## src/rtl/ball_engine.sv

```systemverilog
// ball_engine: Pong ball motion, wall/paddle reflection, miss handling and ball pixel render.
// Ports: iCLK/iRST_N pixel clock and async active-low reset; px/py current pixel from vga_sync;
// iPaddle_x paddle left edge; iLaunch serve request; iPause freeze RUN motion;
// oR/oG/oB registered ball colour; oBall_x/oBall_y ball top-left; oState 0 SERVE/1 RUN/2 MISS;
// oMiss one-cycle ball-lost pulse.
module ball_engine #(
  parameter int BALL_SIZE   = 8,
  parameter int SPEED       = 2,
  parameter int PADDLE_Y    = 440,
  parameter int PADDLE_W    = 64,
  parameter int MISS_FRAMES = 60
) (
  input  logic       iCLK,
  input  logic       iRST_N,
  input  logic [9:0] px,
  input  logic [9:0] py,
  input  logic [9:0] iPaddle_x,
  input  logic       iLaunch,
  input  logic       iPause,
  output logic [9:0] oR,
  output logic [9:0] oG,
  output logic [9:0] oB,
  output logic [9:0] oBall_x,
  output logic [9:0] oBall_y,
  output logic [1:0] oState,
  output logic       oMiss
);
  typedef enum logic [1:0] {SERVE = 2'd0, RUN = 2'd1, MISS = 2'd2} state_t;
  localparam int CW = $clog2(MISS_FRAMES + 1);
  localparam logic signed [10:0] SP     = 11'(SPEED);
  localparam logic signed [10:0] BS     = 11'(BALL_SIZE);
  localparam logic signed [10:0] XMAX   = 11'(640 - BALL_SIZE);
  localparam logic signed [10:0] YREST  = 11'(PADDLE_Y - BALL_SIZE);
  localparam logic signed [10:0] PTOP   = 11'(PADDLE_Y);
  localparam logic signed [10:0] XHOME  = 11'((640 - BALL_SIZE) / 2);
  localparam logic signed [11:0] SOFF   = 12'(PADDLE_W / 2 - BALL_SIZE / 2);
  localparam logic signed [11:0] PW     = 12'(PADDLE_W);
  localparam logic signed [11:0] BS12   = 12'(BALL_SIZE);
  localparam logic signed [11:0] XMAX12 = 12'(640 - BALL_SIZE);
  state_t state, state_n;
  logic signed [10:0] x, y, dx, dy, x_n, y_n, dx_n, dy_n, nx, ny;
  logic signed [11:0] x12, y12, pad, spx, spy, serve_x;
  logic [CW-1:0] cnt, cnt_n;
  logic [9:0] prev_py, rgb;
  logic tick, miss_n, hit, in_box;
  assign nx      = x + dx;
  assign ny      = y + dy;
  assign x12     = {x[10], x};
  assign y12     = {y[10], y};
  assign pad     = {2'b00, iPaddle_x};
  assign spx     = {2'b00, px};
  assign spy     = {2'b00, py};
  assign serve_x = pad + SOFF;
  // paddle test uses the pre-move x so a ball sliding off the paddle edge this frame still counts
  assign hit = dy > 11'sd0 && y + BS <= PTOP && ny + BS > PTOP && x12 + BS12 > pad && x12 < pad + PW;
  assign in_box = spx >= x12 && spx < x12 + BS12 && spy >= y12 && spy < y12 + BS12;
  always_comb begin
    state_n = state;
    x_n     = x;
    y_n     = y;
    dx_n    = dx;
    dy_n    = dy;
    cnt_n   = cnt;
    miss_n  = 1'b0;
    if (tick)
      case (state)
        SERVE: begin
          x_n = serve_x > XMAX12 ? XMAX : serve_x[10:0];
          y_n = YREST;
          if (iLaunch) begin
            state_n = RUN;
            dx_n    = SP;
            dy_n    = -SP;
          end
        end
        RUN: if (!iPause) begin
          x_n  = nx <= 11'sd0 ? 11'sd0 : nx >= XMAX ? XMAX : nx;
          dx_n = nx <= 11'sd0 ? SP : nx >= XMAX ? -SP : dx;
          if (hit) begin
            y_n  = YREST;
            dy_n = -SP;
          end else if (ny >= 11'sd480) begin
            // lost ball freezes where it was, including X
            state_n = MISS;
            x_n     = x;
            dx_n    = dx;
            cnt_n   = '0;
            miss_n  = 1'b1;
          end else begin
            y_n  = ny <= 11'sd0 ? 11'sd0 : ny;
            dy_n = ny <= 11'sd0 ? SP : dy;
          end
        end
        MISS: begin
          state_n = cnt == CW'(MISS_FRAMES - 1) ? SERVE : MISS;
          cnt_n   = cnt == CW'(MISS_FRAMES - 1) ? '0 : cnt + 1'b1;
        end
        default: state_n = SERVE;
      endcase
  end
  always_ff @(posedge iCLK or negedge iRST_N)
    if (!iRST_N) begin
      state   <= SERVE;
      x       <= XHOME;
      y       <= YREST;
      dx      <= SP;
      dy      <= -SP;
      cnt     <= '0;
      prev_py <= '0;
      tick    <= 1'b0;
      oMiss   <= 1'b0;
      rgb     <= '0;
    end else begin
      state   <= state_n;
      x       <= x_n;
      y       <= y_n;
      dx      <= dx_n;
      dy      <= dy_n;
      cnt     <= cnt_n;
      prev_py <= py;
      tick    <= prev_py != '0 && py == '0;
      oMiss   <= miss_n;
      rgb     <= in_box ? 10'h3FF : 10'h000;
    end
  assign oR      = rgb;
  assign oG      = rgb;
  assign oB      = rgb;
  assign oBall_x = x[9:0];
  assign oBall_y = y[9:0];
  assign oState  = state;
endmodule

```

## config.mk

```make
export PLATFORM = sky130hd
export DESIGN_NAME = ball_engine
export DESIGN_NICKNAME = d
export VERILOG_FILES = /design/src/rtl/ball_engine.sv
export SDC_FILE = /design/constraint.sdc
export NUM_CORES = 1
export LEC_CHECK = 0
export BUFFER_PORTS_ARGS = -buffer_cell sky130_fd_sc_hd__buf_2
export CORE_ASPECT_RATIO = 1.25
export CORE_MARGIN = 10
export CORE_UTILIZATION = 53
export DETAILED_ROUTE_END_ITERATION = 7
export GPL_ROUTABILITY_DRIVEN = 0
export HOLD_SLACK_MARGIN = 0.02
export MAX_ROUTING_LAYER = met4
export PLACE_DENSITY = 0.79
export SLEW_MARGIN = 5
export SYNTH_ARGS = -nofsm -noshare
export SYNTH_HDL_FRONTEND = slang
export SYNTH_SLANG_ARGS = --single-unit
```

## constraint.sdc

```tcl
create_clock -name iCLK -period 3.35 [get_ports iCLK]
set_input_delay 0.335 -clock iCLK [delete_from_list [all_inputs] [get_ports iCLK]]
set_output_delay 0.335 -clock iCLK [all_outputs]
set_load 0.005 [all_outputs]
```

Word-level counts from Yosys, hierarchy flattened
Index checks and enable logic that the tools add are counted.
Widths: inputs -> output; s select.
- input bits: 34
- memory bits (writable): 0
- register bits: 74
- bits in latches: 0
- memories kept: 0
- ROM bits: 0
- reduce and logical (&&, ||, !) cells: 18
- order comparisons: 14
- multiplexer cells: 42
- $add $sub $neg: 9
- equal/unequal tests: 9
- div/mod/pow operators: 0
- $mul: 0
- bitwise gates (word level): 0
- shift-type cells: 0
- operators by type and width (kind ; number):
    $mux 11 ; 21
    $pmux 11 s2 ; 4
    $lt 11x12->1 ; 3
    $add 11x5->12 const B ; 2
    $mux 6 ; 4
    $add 11x11->11 ; 2
    $add 11x5->11 const B ; 2
    $ge 11x11->1 ; 2
    $gt 11x10->1 const B ; 2
    $le 11x1->1 const B ; 2
    $reduce_and 5->1 ; 3
    $gt 12x11->1 ; 1
    $pmux 6 s2 ; 1
    $add 10x5->11 const B ; 1
    $add 10x7->11 const B ; 1
    $ge 11x10->1 const B ; 1
    $ge 11x11->1 const B ; 1
    $gt 11x1->1 const B ; 1
    $le 11x10->1 const B ; 1
    $logic_not 10->1 ; 1
    $mux 10 ; 1
    $mux 2 ; 5
    $reduce_bool 10->1 ; 1
    $logic_and 1x1->1 ; 8
    other kinds (12) ; 21

Longest topological paths before layout
Gate-level depths: netlist of the first run.
- depth in word-level cells: 10
- mapped depth: 13
- gate-level depth less buffers: 12

Least setup slack after synthesis of the first run
OpenSTA, ideal clock, no wires.
- path kind: register to register
- start point: register dy[9]
- end point: register cnt[3]
- setup time: 130 ps
- buffers on the path: 1
- cell stages (with the launch flop): 11
- arrival time: 3084 ps
- clock period less this slack: 3214 ps
- slack: 136 ps
- cells stage by stage: dfstp_2 > ha_1 > a21o_1 > a221oi_1 > xnor2_1 > nand4b_1 > or4b_4 > and4_4 > buf_6 > o31ai_1 > a31oi_1
- word-level cells in the longest chain between the ends: 8
- ends and longest elaborated chain (what ; RTL line ; RTL):
    start: declaration ; 41 ; logic signed [10:0] x, y, dx, dy, x_n, y_n, dx_n, dy_n, nx, ny;
    start signal: assignment ; 107 ; dy <= -SP;
    start signal: assignment ; 118 ; dy <= dy_n;
    $add 11x11->11 ; 47 ; assign ny = y + dy;
    $add 11x5->11 ; 55 ; assign hit = dy > 11'sd0 && y + BS <= PTOP && ny + BS > PTOP && x12 + BS12 > pad && x12 < pad + PW;
    $gt 11x10->1 ; 55 ;
    $logic_and 1x1->1 (3 in a row) ; 55 ;
    $ne 2x2->1 (no source line) ; - ;
    $reduce_and 5->1 (no source line) (*) ; - ;
    end signal: assignment ; 119 ; cnt <= cnt_n;
    end: declaration ; 43 ; logic [CW-1:0] cnt, cnt_n;
Every way passes the cells marked *; elsewhere a longest branch is shown, timed or not.
A chain may end at the register's enable or synchronous reset.

Worst setup path in the final report of the first run
- start point: register dy[9]
- end point: register cnt[1]
The elaborated chain is that of the path after synthesis.

==> flow_summary.yaml, run 1 <==
worst_setup_path:
  crit_chain: "buf_4 -> fa_1 -> a21o_1 -> a221oi_4 -> xnor2_2 -> nand4b_1 -> or4b_4 -> and4_4 -> nor4_4 -> nor2_1"
  required_ps: 3510
  end_kind: "flip-flop"
  rr_startpoint: "dy[9]"
  slowest_delay_ps: 550
  cp_max_fo: 12
  critical_path_class: "flip-flop to flip-flop"
  cp-start-kind: "flip-flop"
  slowest_stage: "or4b_4"
  cp_data_arrival_time_ps: 3450
  crit_start: "dy[9]"
finish:
  multi_input_area_um2: 3610
  num_antenna_cells: 0
  final_area_um2: 5910
  fill_cells: 833
  nets: 788
  regArea_um2: 1110
  area_delta_synth_final_pct: 13.2
  drive_gt1_share_pct: 23.9
sta:
  finalSetupTns_ps: 0
  worstMarginPinSlew_ps: 974
  min_period_over_period_pct: 98.2
  fin_crit_ps: 3290
  drv_slew: 0
  setup_viol: 0
  finClkSkew_ps: 6.83
  hold_viol: 0
  slew_headroom_pct: 35.1
  worst_slack_ps: 60.6
  fmaxAchievable_mhz: 304
yosys:
  synth_cell_types: 76
  synth_warnings: 0
  synth_common_cells: "ha_1, buf_4, inv_1, nand2_1, a21oi_1"
  synth_ff_type: "dfrtp_1"
  yosysMostFrequentCell: "ha_1"
  syn_inst: 614
  ys_seq_elements: 44
  synthesis.nets: 724
  yosysTopAreaCell: "ha_1"
  synth_edf_count: 0
  synth_async_sr_flop_share_pct: 100
  synth_area_leaders: "ha_1, dfrtp_1, buf_4, dfstp_2, xnor2_1"
  syn_area_um2: 5220
  ys_seq_area_share_pct: 21.3
  synth.top_cell.area_share_pct: 17.7
  syn_area_per_cell_um2: 8.51
clocking:
  cts_buffers: 5
  cts_tree: "built"
  clk-insertion-delay-late_ps: 290
  htree_levels: 2
  clockBufferDepth: 2
  cts_num_sinks: 44
  clk_pin_slew_ps: 60
  cts-root-buf: "clkbuf_16"
run_status:
  failed_checks: "DRC"
  status: "complete, but fails checks"
global_route:
  grt_first_pass_wirelength_um: 23800
  grt_pass1_vias: 4967
  grt_util_all_layers_pct: 21.1
  antenna_found_initial: 0
  grt.overflow.total: 0
  grt_max_degree: 45
die:
  die-area_um2: 14200
  die_w_um: 109
  io_pins: 87
  core_um2: 9610
  fp.dieH_um: 131
  initial_core_util_pct: 54.3
  core.rowCount: 40
route:
  wl_per_cell_um: 18.8
  drt-initial-drc-count: 538
  viasPerCell: 6.15
  wl_um: 15100
  via_count: 4950
  first_pass_iters: 8
  drt.antenna.violating_nets: 0
  drcViolationCount: 8
power:
  powerDensity_nw_per_um2: 394
  total_leakage_power_nw: 2.91
  ir_worst_vdd_v: 0.000285
hold_path:
  hp-start: "py[1]"
  min_path_type: "primary input to flip-flop"
placed_design:
  portBuffers: 85
  placed_cell_area_um2: 5570
  pre_cts_slack_ps: -29.7
  hpwlAfterDp_um: 12000
flow_run:
  maxCapViolations: 0
==> stage by stage <==
step / power (mW) / std cells / hold slack, ps / util, %
after floorplan: 1.32 / 614 / 39.4 / -
after global placement: 1.57 / 792 / 480 / 58.0
after detailed placement: 1.61 / 792 / 481 / 58.0
after CTS: 2.26 / 800 / 185 / 60.1
after global routing: 2.46 / 805 / 192 / 61.5
final: 2.33 / 805 / 185 / 61.5
==> path summary, 6_finish.rpt <==
kind / cells after the start / to / slack (ps)
hold / removal: 1 / prev_py[1] / 190
max in group asynchronous: 1 / x[6] / 2540
hold reg to reg: 1 / cnt[3] / 550
min in group asynchronous: 1 / dx[9] / 200
setup reg to reg: 10 / cnt[1] / 60
setup / recovery: 10 / cnt[1] / 60
==> power by group <==
group | leakage (nW) | internal (mW) | switching (mW)
clock network | 0.0911 | 0.428 | 0.202
registers | 0.479 | 0.550 | 0.0156
logic | 2.34 | 0.464 | 0.668
total | 2.91 | 1.44 | 0.886
==> cells by family (layout without fill, tap and decap cells) <==
family	Yosys count	in the layout	synth area share, %
flip-flops	44	44	21.3
buffers and inverters	106	171	11.5
adder cells (fa/ha/maj)	76	76	18.5
AND/OR/NAND/NOR	178	178	18.5
other	1	1	0.0718
multiplexers	18	18	3.67
AO/OA/AOI/OAI	157	157	20.6
XOR/XNOR	34	34	5.85
==> final cells by class <==
cell class	instances	area share [%]
repair buffers	115	11.2
flip-flops and latches	44	18.8
clock buffers	6	2.18
inverters	48	3.05
clock inverters	2	1.02
multi-input cells	464	61.1
well taps	126	2.67
==> worst max-delay path, delay by kind of cell (launching register included) <==
family          cells  cell delay, ps
simple gates        5            1410
compound gates      2             570
fa+ha+maj           1             410
flops               1             400
xor+xnor            1             190
buf+inv             1             160
==> placed cells by master (no fill, tap or decap), types with 3 or more instances in the layout <==
master | Yosys | layout
buf_2 | 0 | 85
ha_1 | 74 | 72
inv_1 | 48 | 48
nand2_1 | 44 | 44
dfrtp_1 | 34 | 34
nor2_1 | 33 | 33
a21oi_1 | 35 | 33
o21ai_0 | 29 | 29
buf_4 | 50 | 28
nand3_1 | 20 | 20
xnor2_1 | 24 | 19
mux2i_1 | 15 | 15
nor3_1 | 13 | 12
nand2b_1 | 11 | 11
nor2b_1 | 10 | 10
dfstp_2 | 10 | 10
xor2_1 | 9 | 9
nand4_1 | 9 | 9
nor4_1 | 8 | 8
a31oi_1 | 8 | 8
a21o_1 | 8 | 8
a211oi_1 | 8 | 8
o211ai_1 | 6 | 6
xnor2_2 | 0 | 5
a211o_1 | 5 | 5
o21a_1 | 5 | 5
and3_1 | 5 | 5
o31ai_1 | 5 | 5
clkbuf_16 | 0 | 5
o311ai_0 | 4 | 4
and4_1 | 3 | 3
o211a_1 | 3 | 3
o22ai_1 | 3 | 3
o21ai_1 | 4 | 3
nand4b_1 | 3 | 3
a2bb2oi_2 | 0 | 3
nor3b_1 | 3 | 3
o32a_1 | 3 | 3
o221ai_1 | 3 | 3
==> registers in the layout (all words and copies together), names as in the netlist <==
name,flops
cnt,6
prev_py,10
oMiss,1
dx,1
x,11
oState,2
tick,1
dy,1
oB,1
y,10
==> routing by layer <==
metal / share of wire [%] / vias up / GRT usage [%]
met2: 49 / 243 / 36.2
met3: 7.8 / 61 / 3.67
met5: 0 / - / -
li1: - / 2326 / -
met1: 39 / 2320 / 23.2
met4: 4.6 / 0 / 10.0
==> what timing repair did <==
action	4_1_cts	5_1_grt
pin swaps	0	6
setup endpoints to repair	4	29
gates cloned	0	0
hold buffers	0	0
resized for setup	2	22
buffers inserted	0	5
No activity file was read; power rests on OpenSTA's default activity.
==> run 2, diff against run 1 <==
--- a/config.mk
+++ b/config.mk
@@ -5,15 +5,17 @@
 export SDC_FILE = /design/constraint.sdc
 export NUM_CORES = 1
 export LEC_CHECK = 0
+export ABC_AREA = 1
 export BUFFER_PORTS_ARGS = -buffer_cell sky130_fd_sc_hd__buf_2
 export CORE_ASPECT_RATIO = 1.25
 export CORE_MARGIN = 10
-export CORE_UTILIZATION = 53
+export CORE_UTILIZATION = 54
+export CTS_BUF_LIST = sky130_fd_sc_hd__clkbuf_8
 export DETAILED_ROUTE_END_ITERATION = 7
 export GPL_ROUTABILITY_DRIVEN = 0
 export HOLD_SLACK_MARGIN = 0.02
 export MAX_ROUTING_LAYER = met4
-export PLACE_DENSITY = 0.79
+export PLACE_DENSITY = 0.8
 export SLEW_MARGIN = 5
 export SYNTH_ARGS = -nofsm -noshare
 export SYNTH_HDL_FRONTEND = slang
==> run 2 against run 1 <==
Against the previous run: the run now ends clean; sequential power shrank 4%; routed wire length shrank 10%; cell area shrank 3.4%; non-clock buffer count shrank 24; synthesized cell count grew 27%; flip-flop and latch count is the same; global-route usage shrank 1.1 points; cell count grew 18%; via count grew 1.5%; setup slack gained 290 ps; maximum frequency grew 9.7%.
==> flow_summary.yaml, run 2 <==
run_status:
  status: "completed"
clocking:
  clockBufferDepth: 2
  clk_pin_slew_ps: 100
  cts_buffers: 5
  cts_num_sinks: 44
  cts-root-buf: "clkbuf_8"
  cts_tree: "built"
  cts_setup_buffers: 0
  clk-insertion-delay-late_ps: 310
  htree_levels: 2
worst_setup_path:
  critical_path_class: "flip-flop to flip-flop"
  end_kind: "flip-flop"
  cp-start-kind: "flip-flop"
  required_ps: 3550
  cp_max_fo: 27
  cp_data_arrival_time_ps: 3190
sta:
  drv_slew: 0
  hold_viol: 0
  rsz0062_at_grt: "no"
  slew_headroom_pct: 35.3
  finalSetupTns_ps: 0
  fmaxAchievable_mhz: 334
  fin_crit_ps: 3000
  worstMarginPinSlew_ps: 970
  whs_ps: 154
  worst_slack_ps: 353
  finClkSkew_ps: 14.6
  setup_viol: 0
  min_period_over_period_pct: 89.5
finish:
  final_common_cell: "nand2_1"
  regMostFlops: "x"
  nets: 931
  top_regs: "x (11), prev_py (10), y (10)"
  final_cell_mix: "nand2_1, inv_1, buf_2"
  area_delta_synth_final_pct: 7.24
  num_antenna_cells: 0
  finish.utilization_pct: 59.4
  drive_gt1_share_pct: 16.4
  largest_register_ffs: 11
yosys:
  yosysTopAreaCell: "ha_1"
  synth_async_sr_flop_share_pct: 100
  synth_warnings: 0
  yosysMostFrequentCell: "nand2_1"
  synth_cell_types: 44
  synth_common_cells: "nand2_1, inv_1, ha_1, nor2_1, nand3_1"
  synth.top_cell.area_share_pct: 17.4
  synth_ff_type: "dfrtp_1"
  syn_inst: 778
  synth_area_leaders: "ha_1, dfrtp_1, nand2_1, inv_1, buf_4"
  ys_seq_area_share_pct: 20.9
  synth_edf_count: 0
  syn_area_um2: 5330
  ys_seq_elements: 44
  syn_area_per_cell_um2: 6.84
  synthesis.nets: 888
global_route:
  antenna_found_initial: 0
  grt_first_pass_wirelength_um: 22600
  grt.overflow.total: 0
  grt_pass1_vias: 4796
  grt_util_all_layers_pct: 20.0
  grt_max_degree: 45
route:
  drt.antenna.violating_nets: 0
  via_count: 5022
  wl_um: 13600
  wl_per_cell_um: 14.3
  viasPerCell: 5.30
  first_pass_iters: 5
  drt-initial-drc-count: 236
  drcViolationCount: 0
power:
  ir_worst_vdd_v: 0.000133
  total_leakage_power_nw: 3.16
  finalPower_mw: 1.35
  power_frac_seq_pct: 40.6
  p_switching_mw: 0.350
  clkPwrFrac_pct: 42.3
  p_int_mw: 0.996
  powerDensity_nw_per_um2: 236
  p_sw_share_pct: 26.0
  combPwrFrac_pct: 17.1
hold_path:
  min_path_type: "primary input to flip-flop"
placed_design:
  portBuffers: 85
  hpwlAfterDp_um: 11100
  pre_cts_slack_ps: 332
flow_run:
  maxCapViolations: 0
die:
  initial_core_util_pct: 55.4
  die_w_um: 109
  core.rowCount: 40
  io_pins: 87
  core_um2: 9610
  fp.dieH_um: 131
  die-area_um2: 14300
## run 2: changes by cell type in the layout (fill, tap and decap cells not counted), sizes merged, moves of 10 or more
| cell | change |
|---|---|
| nor2 | +31 |
| buf | -24 |
| xnor2 | -21 |
| nand4 | +14 |
| nand3 | +42 |
| a21oi | +11 |
| nand2 | +166 |
| inv | +58 |
| nor2b | -10 |
| nand2b | -11 |
| mux2i | -15 |
## run 2: cells by family after synthesis
logic type      Yosys count  synth area share (%)
buf+inv                 162                  15.2
simple gates            388                  32.3
flops                    44                  20.9
xor+xnor                 20                  3.43
other cells               1                0.0704
fa+ha+maj                76                  18.1
compound gates           87                  9.94
## run 2: power groups by stage
stage | logic [mW] | clock network, mW | registers (mW)
after floorplan | 0.144 | 0 | 0.555
after global placement | 0.222 | 0 | 0.556
after detailed placement | 0.227 | 0 | 0.556
after CTS | 0.229 | 0.570 | 0.546
after global routing | 0.264 | 0.590 | 0.547
final | 0.230 | 0.569 | 0.546
## run 2: path summary, 6_finish.rpt
kind,from,endpoint,slack (ps),cells after the start
hold reg to reg,x[4],x[4],530,2
hold / removal,py[0],prev_py[0],150,1
max in group asynchronous,iRST_N,y[3],2570,1
setup / recovery,x[5],y[3],350,19
setup reg to reg,x[5],y[3],350,19
min in group asynchronous,iRST_N,oB[8],170,1
## run 2: per-stage QoR
stage | instance area [µm²] | std cells
final | 5710 | 948
after global placement | 5540 | 940
after detailed placement | 5540 | 940
after CTS | 5700 | 948
after global routing | 5710 | 948
after floorplan | 5330 | 778
## run 2: timing repair
action                     in CTS  in global routing
hold buffers                    0                  0
resized for setup               0                  1
setup endpoints to repair       0                  1
## run 2: layout make-up
type	count	area, µm²
Tap cell	126	158
Clock buffer	5	68.8
Multi-Input combinational cell	572	3410
Sequential cell	44	1110
Clock inverter	3	90.1
Timing Repair Buffer	91	470
Fill cell	942	3900
Inverter	107	402
## run 2: routing by layer
metal	vias up	part of all wire [%]	GRT usage, %
met5	-	0	-
met4	0	1.7	5.83
met3	20	4.2	1.81
met2	123	51	34.9
met1	2282	43	23.9
li1	2597	-	-
## run 2: critical path, stage by stage (launching register included)
cell	delay, ps
dfstp_2	640
inv_1	80
nor3_1	220
nand2_1	160
nand2_1	130
inv_1	50
ha_1	270
nand2_1	60
nor2_1	150
nand2_1	70
nand2_1	50
nand2_1	40
nand2_1	50
nand2_1	40
nand2_1	100
nand4_4	190
o21bai_4	220
nand2_8	170
nand2_1	130
o21ai_2	50
